## src/rtl/dpad_conditioner.sv

```systemverilog
// Conditions raw D-pad buttons and the move-enable switch into clean, conflict-resolved levels.
// Optional build macro: PAD_LAST_WINS_EN (most recently pressed direction wins per axis).
module dpad_conditioner #(
    parameter int unsigned DEBOUNCE_CYCLES = 650000,
    parameter bit          ACTIVE_LOW      = 1'b1
) (
    input  logic       clk,
    input  logic       rst,
    input  logic [3:0] btn_raw,
    input  logic       sw_move_raw,
    output logic       up,
    output logic       down,
    output logic       left,
    output logic       right,
    output logic       move_en,
    output logic [3:0] press_pulse
);

    localparam int unsigned N_IN  = 5;
    localparam int unsigned CNT_W = $clog2(DEBOUNCE_CYCLES + 1);
    localparam int unsigned I_UP  = 3;
    localparam int unsigned I_DN  = 2;
    localparam int unsigned I_LF  = 1;
    localparam int unsigned I_RT  = 0;
    localparam int unsigned I_SW  = 4;

    // State encoding is {stable, pending}
    typedef enum logic [1:0] {
        ST_RELEASED   = 2'b00,
        ST_PRESS_PEND = 2'b01,
        ST_HELD       = 2'b10,
        ST_REL_PEND   = 2'b11
    } db_state_t;

    logic [N_IN-1:0] w_norm;
    logic [N_IN-1:0] r_sync1;
    logic [N_IN-1:0] r_sync2;
    logic [N_IN-1:0] w_stable;
    logic [3:0]      r_stable_d;

    logic w_up;
    logic w_dn;
    logic w_lf;
    logic w_rt;

    logic r_up;
    logic r_dn;
    logic r_lf;
    logic r_rt;
    logic r_move_en;
    logic [3:0] r_press;

    // Pressed is 1 from here on, whatever the pad polarity
    assign w_norm = {sw_move_raw, btn_raw} ^ {N_IN{ACTIVE_LOW}};

    always_ff @(posedge clk) begin
        if (rst) begin
            r_sync1 <= '0;
            r_sync2 <= '0;
        end else begin
            r_sync1 <= w_norm;
            r_sync2 <= r_sync1;
        end
    end

    for (genvar gi = 0; gi < N_IN; gi++) begin : g_db
        db_state_t        r_state;
        db_state_t        w_state_nxt;
        logic [CNT_W-1:0] r_cnt;
        logic [CNT_W-1:0] w_cnt_nxt;
        logic [CNT_W-1:0] w_run;
        logic             w_done;

        always_ff @(posedge clk) begin
            if (rst) begin
                r_state <= ST_RELEASED;
                r_cnt   <= '0;
            end else begin
                r_state <= w_state_nxt;
                r_cnt   <= w_cnt_nxt;
            end
        end

        // Length of the current run of synced samples that disagree with the stable level
        assign w_run  = r_state[0] ? (r_cnt + CNT_W'(1)) : CNT_W'(1);
        assign w_done = (w_run == CNT_W'(DEBOUNCE_CYCLES));

        always_comb begin
            w_state_nxt = r_state;
            w_cnt_nxt   = '0;
            case (r_state)
                ST_RELEASED, ST_PRESS_PEND: begin
                    if (r_sync2[gi]) begin
                        if (w_done) begin
                            w_state_nxt = ST_HELD;
                        end else begin
                            w_state_nxt = ST_PRESS_PEND;
                            w_cnt_nxt   = w_run;
                        end
                    end else begin
                        w_state_nxt = ST_RELEASED;
                    end
                end
                ST_HELD, ST_REL_PEND: begin
                    if (!r_sync2[gi]) begin
                        if (w_done) begin
                            w_state_nxt = ST_RELEASED;
                        end else begin
                            w_state_nxt = ST_REL_PEND;
                            w_cnt_nxt   = w_run;
                        end
                    end else begin
                        w_state_nxt = ST_HELD;
                    end
                end
                default: w_state_nxt = ST_RELEASED;
            endcase
        end

        assign w_stable[gi] = (r_state == ST_HELD) || (r_state == ST_REL_PEND);
    end

    always_ff @(posedge clk) begin
        if (rst) begin
            r_stable_d <= '0;
        end else begin
            r_stable_d <= w_stable[3:0];
        end
    end

`ifdef PAD_LAST_WINS_EN
    // last: 0 = up/left rose most recently, 1 = down/right; tie = both rose together
    logic r_last_ud;
    logic r_last_lr;
    logic r_tie_ud;
    logic r_tie_lr;
    logic w_last_ud_nxt;
    logic w_last_lr_nxt;
    logic w_tie_ud_nxt;
    logic w_tie_lr_nxt;
    logic [3:0] w_rise;

    assign w_rise = w_stable[3:0] & ~r_stable_d;

    always_comb begin
        w_last_ud_nxt = r_last_ud;
        w_tie_ud_nxt  = r_tie_ud;
        w_last_lr_nxt = r_last_lr;
        w_tie_lr_nxt  = r_tie_lr;
        if (w_rise[I_UP] && w_rise[I_DN]) begin
            w_tie_ud_nxt = 1'b1;
        end else if (w_rise[I_UP] || w_rise[I_DN]) begin
            w_tie_ud_nxt  = 1'b0;
            w_last_ud_nxt = w_rise[I_DN];
        end
        if (w_rise[I_LF] && w_rise[I_RT]) begin
            w_tie_lr_nxt = 1'b1;
        end else if (w_rise[I_LF] || w_rise[I_RT]) begin
            w_tie_lr_nxt  = 1'b0;
            w_last_lr_nxt = w_rise[I_RT];
        end
    end

    always_ff @(posedge clk) begin
        if (rst) begin
            r_last_ud <= 1'b0;
            r_last_lr <= 1'b0;
            r_tie_ud  <= 1'b0;
            r_tie_lr  <= 1'b0;
        end else begin
            r_last_ud <= w_last_ud_nxt;
            r_last_lr <= w_last_lr_nxt;
            r_tie_ud  <= w_tie_ud_nxt;
            r_tie_lr  <= w_tie_lr_nxt;
        end
    end

    always_comb begin
        w_up = w_stable[I_UP] & (~w_stable[I_DN] | (~w_tie_ud_nxt & ~w_last_ud_nxt));
        w_dn = w_stable[I_DN] & (~w_stable[I_UP] | (~w_tie_ud_nxt &  w_last_ud_nxt));
        w_lf = w_stable[I_LF] & (~w_stable[I_RT] | (~w_tie_lr_nxt & ~w_last_lr_nxt));
        w_rt = w_stable[I_RT] & (~w_stable[I_LF] | (~w_tie_lr_nxt &  w_last_lr_nxt));
    end
`else
    // Opposite directions held together cancel each other
    always_comb begin
        w_up = w_stable[I_UP] & ~w_stable[I_DN];
        w_dn = w_stable[I_DN] & ~w_stable[I_UP];
        w_lf = w_stable[I_LF] & ~w_stable[I_RT];
        w_rt = w_stable[I_RT] & ~w_stable[I_LF];
    end
`endif

    always_ff @(posedge clk) begin
        if (rst) begin
            r_up      <= 1'b0;
            r_dn      <= 1'b0;
            r_lf      <= 1'b0;
            r_rt      <= 1'b0;
            r_move_en <= 1'b0;
            r_press   <= '0;
        end else begin
            r_up      <= w_up;
            r_dn      <= w_dn;
            r_lf      <= w_lf;
            r_rt      <= w_rt;
            r_move_en <= w_stable[I_SW] & (w_up | w_dn | w_lf | w_rt);
            r_press   <= w_stable[3:0] & ~r_stable_d;
        end
    end

    assign up          = r_up;
    assign down        = r_dn;
    assign left        = r_lf;
    assign right       = r_rt;
    assign move_en     = r_move_en;
    assign press_pulse = r_press;

endmodule

```

## config.mk

```make
export PLATFORM = sky130hd
export DESIGN_NAME = dpad_conditioner
export DESIGN_NICKNAME = d
export VERILOG_FILES = /design/src/rtl/dpad_conditioner.sv
export SDC_FILE = /design/constraint.sdc
export NUM_CORES = 1
export LEC_CHECK = 0
export ABC_AREA = 1
export BUFFER_PORTS_ARGS = -buffer_cell sky130_fd_sc_hd__buf_4
export CAP_MARGIN = 10
export CORE_AREA = 10 10 134 136
export CTS_BUF_LIST = sky130_fd_sc_hd__clkbuf_16
export DETAILED_ROUTE_END_ITERATION = 8
export DIE_AREA = 0 0 144 146
export HOLD_SLACK_MARGIN = 0.15
export MAX_ROUTING_LAYER = met4
export PLACE_DENSITY_LB_ADDON = 0.2
export SKIP_CTS_REPAIR_TIMING = 1
export SLEW_MARGIN = 15
export SYNTH_ARGS = -nofsm -noshare
export SYNTH_HDL_FRONTEND = slang
export SYNTH_SLANG_ARGS = --single-unit
```

## constraint.sdc

```tcl
create_clock -name clk -period 2.45 [get_ports clk]
set_input_delay 0.245 -clock clk [delete_from_list [all_inputs] [get_ports clk]]
set_output_delay 0.245 -clock clk [all_outputs]
set_load 0.02 [all_outputs]
```

==> impl_metrics.env <==
export IMPL_fmax_ghz=0.4556
export IMPL_setup_worst_path_end="g_db[0].r_cnt[0]"
export IMPL_yosys_warnings=0
export IMPL_gp_congestion=0.8939
export IMPL_fin_cells=1344
export IMPL_die_w_microns=144
export IMPL_clk_latency_ns=0.43
export IMPL_drt_iter0_markers=372
export IMPL_post_drt_wl_per_cell_microns=11.23
export IMPL_worst_ep_required_time_ns=2.74
export IMPL_synth_edf_count=0
export IMPL_intPower_mw=3.684
export IMPL_criticalPathCategory="flop to flop"
export IMPL_numCtsBuffers=17
export IMPL_cts_tree="yes"
export IMPL_rsz0062_at_grt="false"
export IMPL_grt_pass1_wl_microns=26600
export IMPL_path_cells="ha_1, nand3_1, nor2_1, nand3_1, nand2_1, nand3_1, nor2_1, nand2_1, nor2_1, nand3_2, nand2_8, a21oi_1"
export IMPL_dp_cells=1307
export IMPL_worstMarginPinSlew_ns=0.6756
export IMPL_dp_hpwl_microns=11290
export IMPL_die_area_sq_um=21020
export IMPL_switching_share=0.2141
export IMPL_synth_commonest_cells="305 x nor2_1, 258 x nand2_1, 154 x inv_1, 133 x dfxtp_1, 105 x nand3_1"
export IMPL_synth_most_common_cell="nor2_1"
export IMPL_grt_max_degree=30
export IMPL_io_pins=16
export IMPL_cts_sinks=133
export IMPL_netlist_instances=1111
export IMPL_routed_via_density=4.803
export IMPL_ys_seq_area_frac=0.3853
export IMPL_row_count=46
export IMPL_drtAntennaViolNets=0
export IMPL_critPathArrivalTime_ns=2.49
export IMPL_async_flop_share=0
export IMPL_status="finished, final reports clean"
export IMPL_drv_cap=0
export IMPL_cp_start_kind="flop"
export IMPL_overflow=0
export IMPL_core_area_sq_um=15480
export IMPL_root_buffer="clkbuf_16"
export IMPL_p_switching_mw=1.003
export IMPL_synthToLayoutAreaGrowth_pct=13.80
export IMPL_synth_main_ff_cell="dfxtp_1"
export IMPL_grt_pass1_vias=5918
export IMPL_hold_violations=0
export IMPL_diodes=0
export IMPL_io_buffers=15
export IMPL_ir_worst_vdd_mv=0.4508
export IMPL_yosysTopAreaCell="dfxtp_1"
export IMPL_crit_reg2reg_capture="g_db[0].r_cnt[0]"
export IMPL_rrSetupSlack_ns=0.26
export IMPL_post_route_min_period_ns=2.195
export IMPL_synth_seq_cells=133
export IMPL_synth_area_per_cell_sq_um=6.220
export IMPL_finish_net_count=1153
export IMPL_grt_usage=0.1561
export IMPL_clockPowerShare=0.517
export IMPL_dieHeight_microns=146
export IMPL_drc=0
export IMPL_routed_wl_microns=15090
export IMPL_final_setup_tns_ns=0
export IMPL_htree_levels=4
export IMPL_timing_rr_start="g_db[0].r_cnt[0]"
export IMPL_worst_path_largest_cell_delay_ns=0.37
export IMPL_rr_worst_depth=12
export IMPL_syn_area_sq_um=6910
export IMPL_vias=6455
export IMPL_power_density_nw_per_um2=596.0
export IMPL_finalSetupViolations=0
export IMPL_synth_distinct_cells=27
export IMPL_drive_above_1_share=0.06771
export IMPL_cp_max_fo=18
export IMPL_synth_top_area_share=0.3853
export IMPL_drv_slew=0
export IMPL_hp_start="rst"
export IMPL_fin_crit_sh=0.8959
export IMPL_hp_class="primary input to flop"
export IMPL_slew_headroom=0.5462
export IMPL_synth_area_leaders="dfxtp_1 39%, nor2_1 17%, nand2_1 14%, inv_1 8.4%, nand3_1 7.6%"
export IMPL_critPathLaunch="g_db[0].r_cnt[0]"
export IMPL_crit_slowest_cell="dfxtp_1"
export IMPL_clkTransAtPathRegs_ns=0.06
export IMPL_power_frac_seq=0.467
export IMPL_first_pass_iters=4
export IMPL_pwr_share_comb=0.016
export IMPL_end_kind="flop"
export IMPL_antenna_found_initial=0
export IMPL_p_leak_nw=2.790
export IMPL_clockBufferDepth=2
export IMPL_start_util=0.4463
export IMPL_fin_skew_ns=0.01095
export IMPL_syn_num_nets=1125
## registers in the layout (all words and copies together), names as in the netlist
name,flops
r_sync1,5
r_stable_d,4
g_db.r_cnt,100
press_pulse,4
right,1
up,1
down,1
left,1
move_en,1
r_sync2,5
g_db.r_state,10
## layout make-up
cell class	instances	area, sq um
Fill cell	1551	7619
Multi-Input combinational cell	805	3593
Sequential cell	133	2663
Inverter	154	578.1
Clock buffer	17	425.4
Tap cell	192	240.2
Timing Repair Buffer	28	222.7
Clock inverter	15	141.4
## worst min-delay path by stage
stage,depth (start not counted),endpoint,slack (ns)
2_1_floorplan,1,r_sync1[0],0.32
3_3_place_gp,1,press_pulse[2],0.38
3_5_place_dp,1,press_pulse[0],0.38
4_1_cts,2,r_sync1[0],-0.05
5_1_grt,2,left,0.20
6_report,2,r_sync1[2],0.18
## through the flow
stage	total power, mW	utilization	worst slack (ns)	hold slack [ns]	instance area, sq um
after floorplan	2.280	-	0.5437	0.3174	6910
after global placement	2.301	0.4652	0.2462	0.3794	7202
after detailed placement	2.302	0.4652	0.1922	0.3799	7202
after CTS	4.739	0.5018	0.1853	-0.04846	7769
after global routing	4.847	0.5079	0.006237	0.2000	7864
final	4.687	0.5079	0.2551	0.1822	7864
## per-layer routing
metal | part of all wire | up-vias | wire length (microns) | global-route usage
met5 | 0 | - | 0 | -
met4 | 0.018 | 0 | 272 | 0.06078
met3 | 0.034 | 28 | 519 | 0.03916
met2 | 0.46 | 90 | 6935 | 0.2385
met1 | 0.49 | 2827 | 7366 | 0.1929
li1 | - | 3510 | - | -
## power groups by stage
stage	logic [mW]	clock network, mW	registers [mW]
floorplan	0.0518	0	2.23
global placement	0.0682	0	2.23
detailed placement	0.0686	0	2.23
CTS	0.0687	2.48	2.19
global route	0.0862	2.57	2.19
finish	0.0754	2.43	2.19
## placed cells by master, fill, tap and decap left out, types with 4 or more instances in the layout
| master | n |
|---|---|
| inv_1 | 156 |
| nand2_1 | 258 |
| nor2_2 | 7 |
| nand4_1 | 23 |
| o21bai_1 | 19 |
| dlygate4sd3_1 | 5 |
| nand3_1 | 104 |
| nor2_4 | 5 |
| nand3_2 | 5 |
| buf_4 | 23 |
| ha_1 | 7 |
| a21oi_1 | 22 |
| nand2_2 | 4 |
| o21ai_0 | 19 |
| dfxtp_1 | 133 |
| nor2_1 | 304 |
| clkbuf_16 | 17 |
| clkinvlp_4 | 4 |
| nor3_1 | 17 |
## cell families after synthesis
kind of cell	share of synthesized area
buffers and inverters	0.1012
AO/OA/AOI/OAI	0.05523
AND/OR/NAND/NOR	0.4443
XOR/XNOR	0.001268
adder cells (fa/ha/maj)	0.01267
flip-flops	0.3853
## critical path: cells and delay by family (launching register included)
kind	cells	cell delay (ns)
fa+ha+maj	1	0.23
compound gates	1	0.05
flops	1	0.37
simple gates	10	1.41
(Power assumes the default switching activity.)
